$ cat config.mk
export PLATFORM = sky130hd
export DESIGN_NAME = ram_bank_arbiter_flat
export DESIGN_NICKNAME = d
export VERILOG_FILES = /design/src/rtl/ram_bank_arbiter_if.sv /design/src/rtl/ram_bank_arbiter.sv /design/src/flat_wrapper.sv
export SDC_FILE = /design/constraint.sdc
export NUM_CORES = 1
export LEC_CHECK = 0
export CAP_MARGIN = 20
export CORE_AREA = 2 2 259 261
export DETAILED_ROUTE_END_ITERATION = 6
export DIE_AREA = 0 0 261 263
export PLACE_DENSITY = 0.57
export SYNTH_ARGS = -nofsm -noshare
export SYNTH_HDL_FRONTEND = slang
export SYNTH_SLANG_ARGS = --single-unit
$ cat constraint.sdc
create_clock -name clk -period 9.7 [get_ports clk]
set_input_delay 2.91 -clock clk [delete_from_list [all_inputs] [get_ports clk]]
set_output_delay 2.91 -clock clk [all_outputs]
set_load 0.005 [all_outputs]
$ cat src/rtl/ram_bank_arbiter_if.sv
// Requester-side bus of the RAM bank arbiter: single-word requests in,
// per-requester grant and read response out.
interface ram_bank_arbiter_if #(
    parameter int NUM_REQ = 4,
    parameter int RAM_NUM = 10,
    parameter int WIDTH   = 16,
    parameter int ADDRESS = 10,
    parameter int BANK_W  = $clog2(RAM_NUM)
);
    logic [NUM_REQ-1:0]              req_valid;
    logic [NUM_REQ-1:0]              req_we;
    logic [NUM_REQ-1:0][BANK_W-1:0]  req_bank;
    logic [NUM_REQ-1:0][ADDRESS-1:0] req_addr;
    logic [NUM_REQ-1:0][WIDTH-1:0]   req_wdata;
    logic [NUM_REQ-1:0]              req_ready;
    logic [NUM_REQ-1:0]              rsp_valid;
    logic [NUM_REQ-1:0][WIDTH-1:0]   rsp_data;

    modport master (
        output req_valid, req_we, req_bank, req_addr, req_wdata,
        input  req_ready, rsp_valid, rsp_data
    );

    modport slave (
        input  req_valid, req_we, req_bank, req_addr, req_wdata,
        output req_ready, rsp_valid, rsp_data
    );
endinterface

$ cat src/rtl/ram_bank_arbiter.sv
// Round-robin arbiter sharing port A of a multi-bank RAM among several
// requesters. Each bank arbitrates independently with its own pointer;
// grants are combinational and read data returns one cycle after grant.
module ram_bank_arbiter #(
    parameter int NUM_REQ = 4,
    parameter int RAM_NUM = 10,
    parameter int WIDTH   = 16,
    parameter int ADDRESS = 10,
    parameter int BANK_W  = $clog2(RAM_NUM)
) (
    input  logic                             clk,
    input  logic                             rst,
    ram_bank_arbiter_if.slave                bus,
    output logic [RAM_NUM-1:0]               ram_en,
    output logic [RAM_NUM-1:0]               ram_we,
    output logic [RAM_NUM-1:0][ADDRESS-1:0]  ram_addr,
    output logic [RAM_NUM-1:0][WIDTH-1:0]    ram_din,
    input  logic [RAM_NUM-1:0][WIDTH-1:0]    ram_dout,
    output logic                             err_bank,
    output logic [15:0]                      stall_cnt
);

    localparam int PTR_W = (NUM_REQ > 1) ? $clog2(NUM_REQ) : 1;

    logic [RAM_NUM-1:0][PTR_W-1:0]  rr_ptr;
    logic [RAM_NUM-1:0]             bank_grant;
    logic [RAM_NUM-1:0][PTR_W-1:0]  bank_win;
    logic [NUM_REQ-1:0]             oob;
    logic [NUM_REQ-1:0]             ready;
    logic [NUM_REQ-1:0]             pend;
    logic [NUM_REQ-1:0]             pend_bad;
    logic [NUM_REQ-1:0][BANK_W-1:0] pend_bank;
    logic [NUM_REQ-1:0][WIDTH-1:0]  rsp_data;

    // Flag requests whose bank index lies beyond the last physical bank
    always_comb begin
        oob = '0;
        for (int r = 0; r < NUM_REQ; r++) begin
            oob[r] = ({1'b0, bus.req_bank[r]} >= (BANK_W+1)'(RAM_NUM));
        end
    end

    // Per-bank round-robin pick from the bank pointer upward, then drive RAM port A
    always_comb begin
        logic [PTR_W:0]   sum;
        logic [PTR_W-1:0] idx;
        sum        = '0;
        idx        = '0;
        bank_grant = '0;
        bank_win   = '0;
        ready      = '0;
        ram_en     = '0;
        ram_we     = '0;
        ram_addr   = '0;
        ram_din    = '0;
        if (rst) begin
            for (int b = 0; b < RAM_NUM; b++) begin
                for (int k = 0; k < NUM_REQ; k++) begin
                    sum = {1'b0, rr_ptr[b]} + (PTR_W+1)'(k);
                    if (sum >= (PTR_W+1)'(NUM_REQ)) begin
                        sum = sum - (PTR_W+1)'(NUM_REQ);
                    end
                    idx = sum[PTR_W-1:0];
                    if (!bank_grant[b] && bus.req_valid[idx] &&
                        bus.req_bank[idx] == BANK_W'(b)) begin
                        bank_grant[b] = 1'b1;
                        bank_win[b]   = idx;
                    end
                end
            end
            for (int b = 0; b < RAM_NUM; b++) begin
                if (bank_grant[b]) begin
                    ready[bank_win[b]] = 1'b1;
                    ram_en[b]          = 1'b1;
                    ram_we[b]          = bus.req_we[bank_win[b]];
                    ram_addr[b]        = bus.req_addr[bank_win[b]];
                    ram_din[b]         = bus.req_wdata[bank_win[b]];
                end
            end
            // A bad bank index never touches the RAM, so it is accepted at once
            for (int r = 0; r < NUM_REQ; r++) begin
                if (bus.req_valid[r] && oob[r]) begin
                    ready[r] = 1'b1;
                end
            end
        end
    end

    // Advance each bank's pointer past its winner, only on cycles it grants
    always_ff @(posedge clk or negedge rst) begin
        if (!rst) begin
            rr_ptr <= '0;
        end else begin
            for (int b = 0; b < RAM_NUM; b++) begin
                if (bank_grant[b]) begin
                    rr_ptr[b] <= (bank_win[b] == PTR_W'(NUM_REQ - 1)) ? '0
                                                                       : bank_win[b] + 1'b1;
                end
            end
        end
    end

    // Remember granted reads so the RAM output can be steered back next cycle
    always_ff @(posedge clk or negedge rst) begin
        if (!rst) begin
            pend      <= '0;
            pend_bad  <= '0;
            pend_bank <= '0;
        end else begin
            for (int r = 0; r < NUM_REQ; r++) begin
                pend[r]      <= bus.req_valid[r] & ready[r] & ~bus.req_we[r];
                pend_bad[r]  <= oob[r];
                pend_bank[r] <= bus.req_bank[r];
            end
        end
    end

    // Route the registered RAM output of the pending bank; bad-bank reads return zero
    always_comb begin
        rsp_data = '0;
        for (int r = 0; r < NUM_REQ; r++) begin
            for (int b = 0; b < RAM_NUM; b++) begin
                if (pend[r] && !pend_bad[r] && pend_bank[r] == BANK_W'(b)) begin
                    rsp_data[r] = ram_dout[b];
                end
            end
        end
    end

    assign bus.req_ready = ready;
    assign bus.rsp_valid = pend;
    assign bus.rsp_data  = rsp_data;

    // Sticky bad-bank flag and saturating count of cycles where someone waits
    always_ff @(posedge clk or negedge rst) begin
        if (!rst) begin
            err_bank  <= 1'b0;
            stall_cnt <= '0;
        end else begin
            if (|(bus.req_valid & oob)) begin
                err_bank <= 1'b1;
            end
            if (|(bus.req_valid & ~ready) && stall_cnt != 16'hFFFF) begin
                stall_cnt <= stall_cnt + 16'd1;
            end
        end
    end

endmodule

$ cat src/flat_wrapper.sv
// flat-port wrapper written by rule: the top's interface ports become plain ports
module ram_bank_arbiter_flat 
#(
    parameter int NUM_REQ = 4,
    parameter int RAM_NUM = 10,
    parameter int WIDTH   = 16,
    parameter int ADDRESS = 10,
    parameter int BANK_W  = $clog2(RAM_NUM)
)
  (clk, rst, ram_en, ram_we, ram_addr, ram_din, ram_dout, err_bank, stall_cnt, bus_req_valid, bus_req_we, bus_req_bank, bus_req_addr, bus_req_wdata, bus_req_ready, bus_rsp_valid, bus_rsp_data);
  ram_bank_arbiter_if #(.NUM_REQ(NUM_REQ), .RAM_NUM(RAM_NUM), .WIDTH(WIDTH), .ADDRESS(ADDRESS), .BANK_W(BANK_W)) bus_i ();
  input  logic clk;
  input  logic rst;
  output logic [RAM_NUM-1:0] ram_en;
  output logic [RAM_NUM-1:0] ram_we;
  output logic [RAM_NUM-1:0][ADDRESS-1:0] ram_addr;
  output logic [RAM_NUM-1:0][WIDTH-1:0] ram_din;
  input  logic [RAM_NUM-1:0][WIDTH-1:0] ram_dout;
  output logic err_bank;
  output logic [15:0] stall_cnt;
  input wire logic [$bits(bus_i.req_valid)-1:0] bus_req_valid;
  input wire logic [$bits(bus_i.req_we)-1:0] bus_req_we;
  input wire logic [$bits(bus_i.req_bank)-1:0] bus_req_bank;
  input wire logic [$bits(bus_i.req_addr)-1:0] bus_req_addr;
  input wire logic [$bits(bus_i.req_wdata)-1:0] bus_req_wdata;
  output wire logic [$bits(bus_i.req_ready)-1:0] bus_req_ready;
  output wire logic [$bits(bus_i.rsp_valid)-1:0] bus_rsp_valid;
  output wire logic [$bits(bus_i.rsp_data)-1:0] bus_rsp_data;
  assign bus_i.req_valid = bus_req_valid;
  assign bus_i.req_we = bus_req_we;
  assign bus_i.req_bank = bus_req_bank;
  assign bus_i.req_addr = bus_req_addr;
  assign bus_i.req_wdata = bus_req_wdata;
  assign bus_req_ready = bus_i.req_ready;
  assign bus_rsp_valid = bus_i.rsp_valid;
  assign bus_rsp_data = bus_i.rsp_data;
  ram_bank_arbiter #(.NUM_REQ(NUM_REQ), .RAM_NUM(RAM_NUM), .WIDTH(WIDTH), .ADDRESS(ADDRESS), .BANK_W(BANK_W)) u_core (.clk(clk), .rst(rst), .bus(bus_i), .ram_en(ram_en), .ram_we(ram_we), .ram_addr(ram_addr), .ram_din(ram_din), .ram_dout(ram_dout), .err_bank(err_bank), .stall_cnt(stall_cnt));
endmodule
# Yosys cells after proc, flatten, opt, wreduce, memory -nomap -nowiden
# Index checks and enable logic that the tools add are counted.
[word_totals]
elab_cells = 1053
out_inout_bits = 369
inputBits = 290
regBits = 61
[classes]
n_reduce_logical = 173
n_addsub = 81
eq_ne = 83
bitwise = 24
magnitude_cmp = 104
mux = 570
[op_table]
columns = ["operator", "n"]
rows = [
  ["2-to-1 mux 16 bit", 60],
  ["binary-select mux 16 bit (select 2 bit)", 10],
  ["binary-select mux 4 bit (select 2 bit)", 40],
  ["2-to-1 mux 2 bit", 140],
  ["2-to-1 mux 4 bit", 60],
  ["2-to-1 mux 10 bit", 23],
  ["binary-select mux 10 bit (select 2 bit)", 10],
  ["2-to-1 mux 1 bit", 164],
  ["2-to-1 mux 160 bit", 1],
  ["< comparator 2 x 3 -> 1 bit (second input constant)", 50],
  ["logical AND 1 bit", 129],
  ["equality test 4 x 3 -> 1 bit (second input constant)", 32],
  ["binary-select mux 1 bit (select 2 bit)", 50],
  ["2-to-1 mux 100 bit", 1],
  ["greater-or-equal comparator 3 bit (second input constant)", 30],
  ["subtractor 2 x 1 -> 2 bit (second input constant)", 40],
  ["equality test 4 x 2 -> 1 bit (second input constant)", 16],
  ["equality test 4 bit (second input constant)", 16],
  ["adder 2 x 2 -> 3 bit (second input constant)", 20],
  ["bitwise OR 4 bit", 9],
  ["logical NOT 1 bit", 34],
  ["equality test 4 x 1 -> 1 bit (second input constant)", 8],
  ["logical NOT 4 bit", 8],
  ["adder 2 x 1 -> 3 bit (second input constant)", 10],
  ["14 further kinds", 74],
]

# Logic depth before layout (Yosys ltp)
[logic_depth]
depth_word = 62
depth_mapped = 13
depth_no_buf = 9

# Worst setup path before layout
# No wires, ideal clock.
[synth_path]
path_kind = "input-to-output"
startpoint = "in bus_req_bank[5]"
endpoint = "out ram_addr[27] in the netlist's numbering"
slack_ns = 1.555
t_arrival_ns = 5.235
cell_stages = 9
n_path_buf = 3
required_ns = 6.790
path_cell_list = "clkbuf_2 > nor3b_1 > nand2_1 > a2bb2oi_1 > a311oi_1 > buf_2 > buf_2 > mux4_2 > and2_1"
[synth_rtl]
columns = ["item", "line_no", "text"]
rows = [
  ["from (decl)", "flat_wrapper.sv:23", "input wire logic [$bits(bus_i.req_bank)-1:0] bus_req_bank;"],
  ["to (decl)", "flat_wrapper.sv:16", "output logic [RAM_NUM-1:0][ADDRESS-1:0] ram_addr;"],
]

==> impl_metrics.py <==
metrics = {
    "placement": {
        "place_area_mm2": 0.0254,
        "dp_cells": 3999,
        "place.port_buffers": 658,
        "place_hpwl_um": 96200,
        "pre_cts_slack_ns": -0.167,
        "gp_congestion": 1.02,
    },
    "setup_path": {
        "cp-start-kind": "primary input",
        "worst-path-max-fanout": 11,
        "worstPathArrival_ns": 6.63,
        "required_ns": 6.79,
        "setup.worst_path.class": "in -> out",
        "end_kind": "primary output",
    },
    "synth": {
        "synth_cells": 2668,
        "netlist_area_mm2": 0.0173,
        "synth_cell_type_count": 92,
        "synthFlopType": "dfrtp_1",
        "synth_nets": 2959,
        "seq_area_frac_synth": 0.0881,
        "ys_top_cells_by_area": "nand2_1, dfrtp_1, o221ai_1",
        "avgSynthCellArea_um2": 6.49,
        "yosysWarningCount": 0,
        "synthTopCellsByCount": "nand2_1, nor2_1, clkbuf_1",
        "async_flop_share": 1.00,
        "yosysMostFrequentCell": "nand2_1",
        "synth.top_cell.area_share": 0.0895,
        "synth_edf_count": 0,
        "synth_top_cell_by_area": "nand2_1",
        "synth-seq-cells": 61,
    },
    "die": {
        "die-area_mm2": 0.0686,
        "core_area_mm2": 0.0656,
        "dieHeight_um": 263,
        "num_rows": 94,
        "dieWidth_um": 261,
        "initial_core_util": 0.264,
        "pin_count": 659,
    },
    "pwr": {
        "leakagePower_nw": 8.83,
        "irDropWorstVdd_v": 0.0000798,
        "power_mw": 1.64,
        "combinationalPowerShare": 0.573,
        "seq_power_share": 0.227,
        "p_switching_mw": 0.737,
        "p_sw_frac": 0.451,
        "power.share.clock": 0.200,
        "p_per_area_mw_per_mm2": 63.5,
        "p_int_mw": 0.899,
    },
    "finish": {
        "fill_cells": 7064,
        "synthToLayoutAreaGrowth_pct": 48.9,
        "final_area_mm2": 0.0258,
        "num-nets-final": 3437,
        "finalNonFillerCells": 4028,
        "final_core_util": 0.393,
        "drive_gt1_frac": 0.103,
    },
    "outcome": {
        "run_status": "finished, violations left",
        "violations": "design-rule violations",
    },
    "cts": {
        "cts_buffer_depth": 2,
        "cts_tree": "built",
        "clockRootBuffer": "clkbuf_16",
        "cts_buffers": 9,
        "cts.sinks": 61,
        "clk_pin_slew_ns": 0.06,
        "cts_htree_levels": 3,
        "insertion_delay_ns": 0.35,
    },
    "sta": {
        "fmax_ghz": 0.105,
        "rsz0062_at_grt": "no",
        "worst_hold_slack_ns": 0.499,
        "setup_viol": 0,
        "tightest_slew_ns": 1.21,
        "worst_slack_ns": 0.158,
        "fin_crit_ns": 9.54,
        "fin_setup_tns_ns": 0,
        "skew_ns": 0.0142,
        "fin_crit_sh": 0.984,
        "hold_viol": 0,
        "relSlewSlack": 0.193,
        "slew_violations": 0,
    },
    "drt": {
        "initialDrtViolationCount": 4246,
        "drc_errors": 1,
        "viasPerCell": 6.51,
        "wl_per_cell_um": 32.4,
        "vias": 26200,
        "totalWireLength_um": 131000,
        "postRouteAntennaNets": 0,
        "dr.pass1.iters": 7,
    },
    "global_routing": {
        "grt_pass1_vias": 24200,
        "grt_use_total": 0.360,
        "overflow": 0,
        "grt_max_degree": 52,
        "grt_pass1_wl_um": 183000,
        "antenna_found_initial": 22,
    },
    "worst_hold_path": {
        "hp-class": "reg -> reg",
    },
    "job": {
        "cap_violations": 0,
    },
}
==> power by group through the flow <==
stage | sequential, mW | combinational, mW | clock (mW)
floorplan | 0.329 | 0.459 | 0
global placement | 0.375 | 0.908 | 0
detailed placement | 0.373 | 0.908 | 0
CTS | 0.369 | 0.914 | 0.335
global route | 0.379 | 0.983 | 0.348
finish | 0.372 | 0.937 | 0.328
==> flip-flops by register name, indices dropped and copies added, names as in the netlist <==
| register | count |
|---|---|
| u_core.stall_cnt | 16 |
| u_core.err_bank | 1 |
| u_core.pend_bank | 16 |
| u_core.pend_bad | 4 |
| u_core.rr_ptr | 20 |
| u_core.bus.rsp_valid | 4 |
==> layout by cell type, fill, tap and decap left out, types with 26 or more instances in the layout <==
master / instances
dfrtp_1: 60
nand2_1: 413
o221ai_1: 170
a21oi_1: 85
a22oi_1: 119
clkdlybuf4s50_1: 656
a311oi_1: 35
a31oi_1: 56
nand3_1: 66
nor2b_1: 54
nor3_1: 133
buf_4: 130
and2_1: 46
a211oi_1: 100
inv_1: 26
o21ai_0: 105
nor2_1: 368
mux4_2: 62
mux2i_1: 91
buf_12: 29
==> critical path: stages <==
cell and delay [ns]:
clkdlybuf4s50_1 0.67, and2b_1 0.38, buf_4 0.24, nand4_1 0.15, o211ai_1 0.23, a21o_1 0.31, buf_4 0.24, nand2_1 0.07
and3_1 0.21, a311oi_2 0.51, buf_4 0.20, clkdlybuf4s50_1 0.50
==> final cells by class <==
class / count / area [um2] / area share
antenna: 13 / 32.5 / 0.00126
clock buffer: 12 / 246 / 0.00956
clock inverter: 4 / 47.5 / 0.00184
inverter: 28 / 105 / 0.00408
multi-input combinational: 2231 / 14600 / 0.567
sequential: 61 / 1530 / 0.0593
tap: 864 / 1080 / 0.0419
timing repair buffer: 815 / 8120 / 0.315
==> what timing repair did <==
action,CTS,global route
buffers inserted,0,0
endpoints found under the setup margin,1,4
gates resized for setup,1,1
hold buffers,0,0
pin swaps,0,0
==> kinds of logic (layout without fill, tap and decap cells) <==
kind of cell	count (synthesis)	count (layout)	share of synthesized area
and+or+nand+nor	1217	1217	0.320
AOI/OAI and AO/OA	833	833	0.358
buffers and inverters	376	859	0.0845
xor gates and xnor gates	15	15	0.00759
muxes	165	165	0.141
adders and majority gates	1	1	0.000722
DFF	61	61	0.0881
other	0	13	0
==> path summary, 6_finish.rpt <==
| kind | end | slack (ns) | from | depth (start not counted) |
|---|---|---|---|---|
| worst min register to register | u_core.stall_cnt[11]$_DFFE_PN0P_ | 0.50 | u_core.stall_cnt[11]$_DFFE_PN0P_ | 1 |
| min in group asynchronous | u_core.rr_ptr[2]$_DFFE_PN0P_ | 2.60 | rst | 2 |
| max in group asynchronous | u_core.pend_bank[12]$_DFF_PN0_ | 6.40 | rst | 2 |
| worst max-delay path | ram_din[5] | 0.16 | bus_req_valid[0] | 12 |
| worst min-delay path | u_core.stall_cnt[11]$_DFFE_PN0P_ | 0.50 | u_core.stall_cnt[11]$_DFFE_PN0P_ | 1 |
| worst max register to register | u_core.stall_cnt[1]$_DFFE_PN0P_ | 6.36 | u_core.rr_ptr[15]$_DFFE_PN0P_ | 10 |
==> layer usage <==
metal | vias up | global-route usage | wire length [um]
li1 | 11100 | - | -
met1 | 12400 | 0.430 | 46600
met2 | 2210 | 0.582 | 58800
met3 | 487 | 0.0928 | 16000
met4 | 12 | 0.204 | 9210
met5 | - | 0 | 79
No activity file was read; power rests on OpenSTA's default activity.
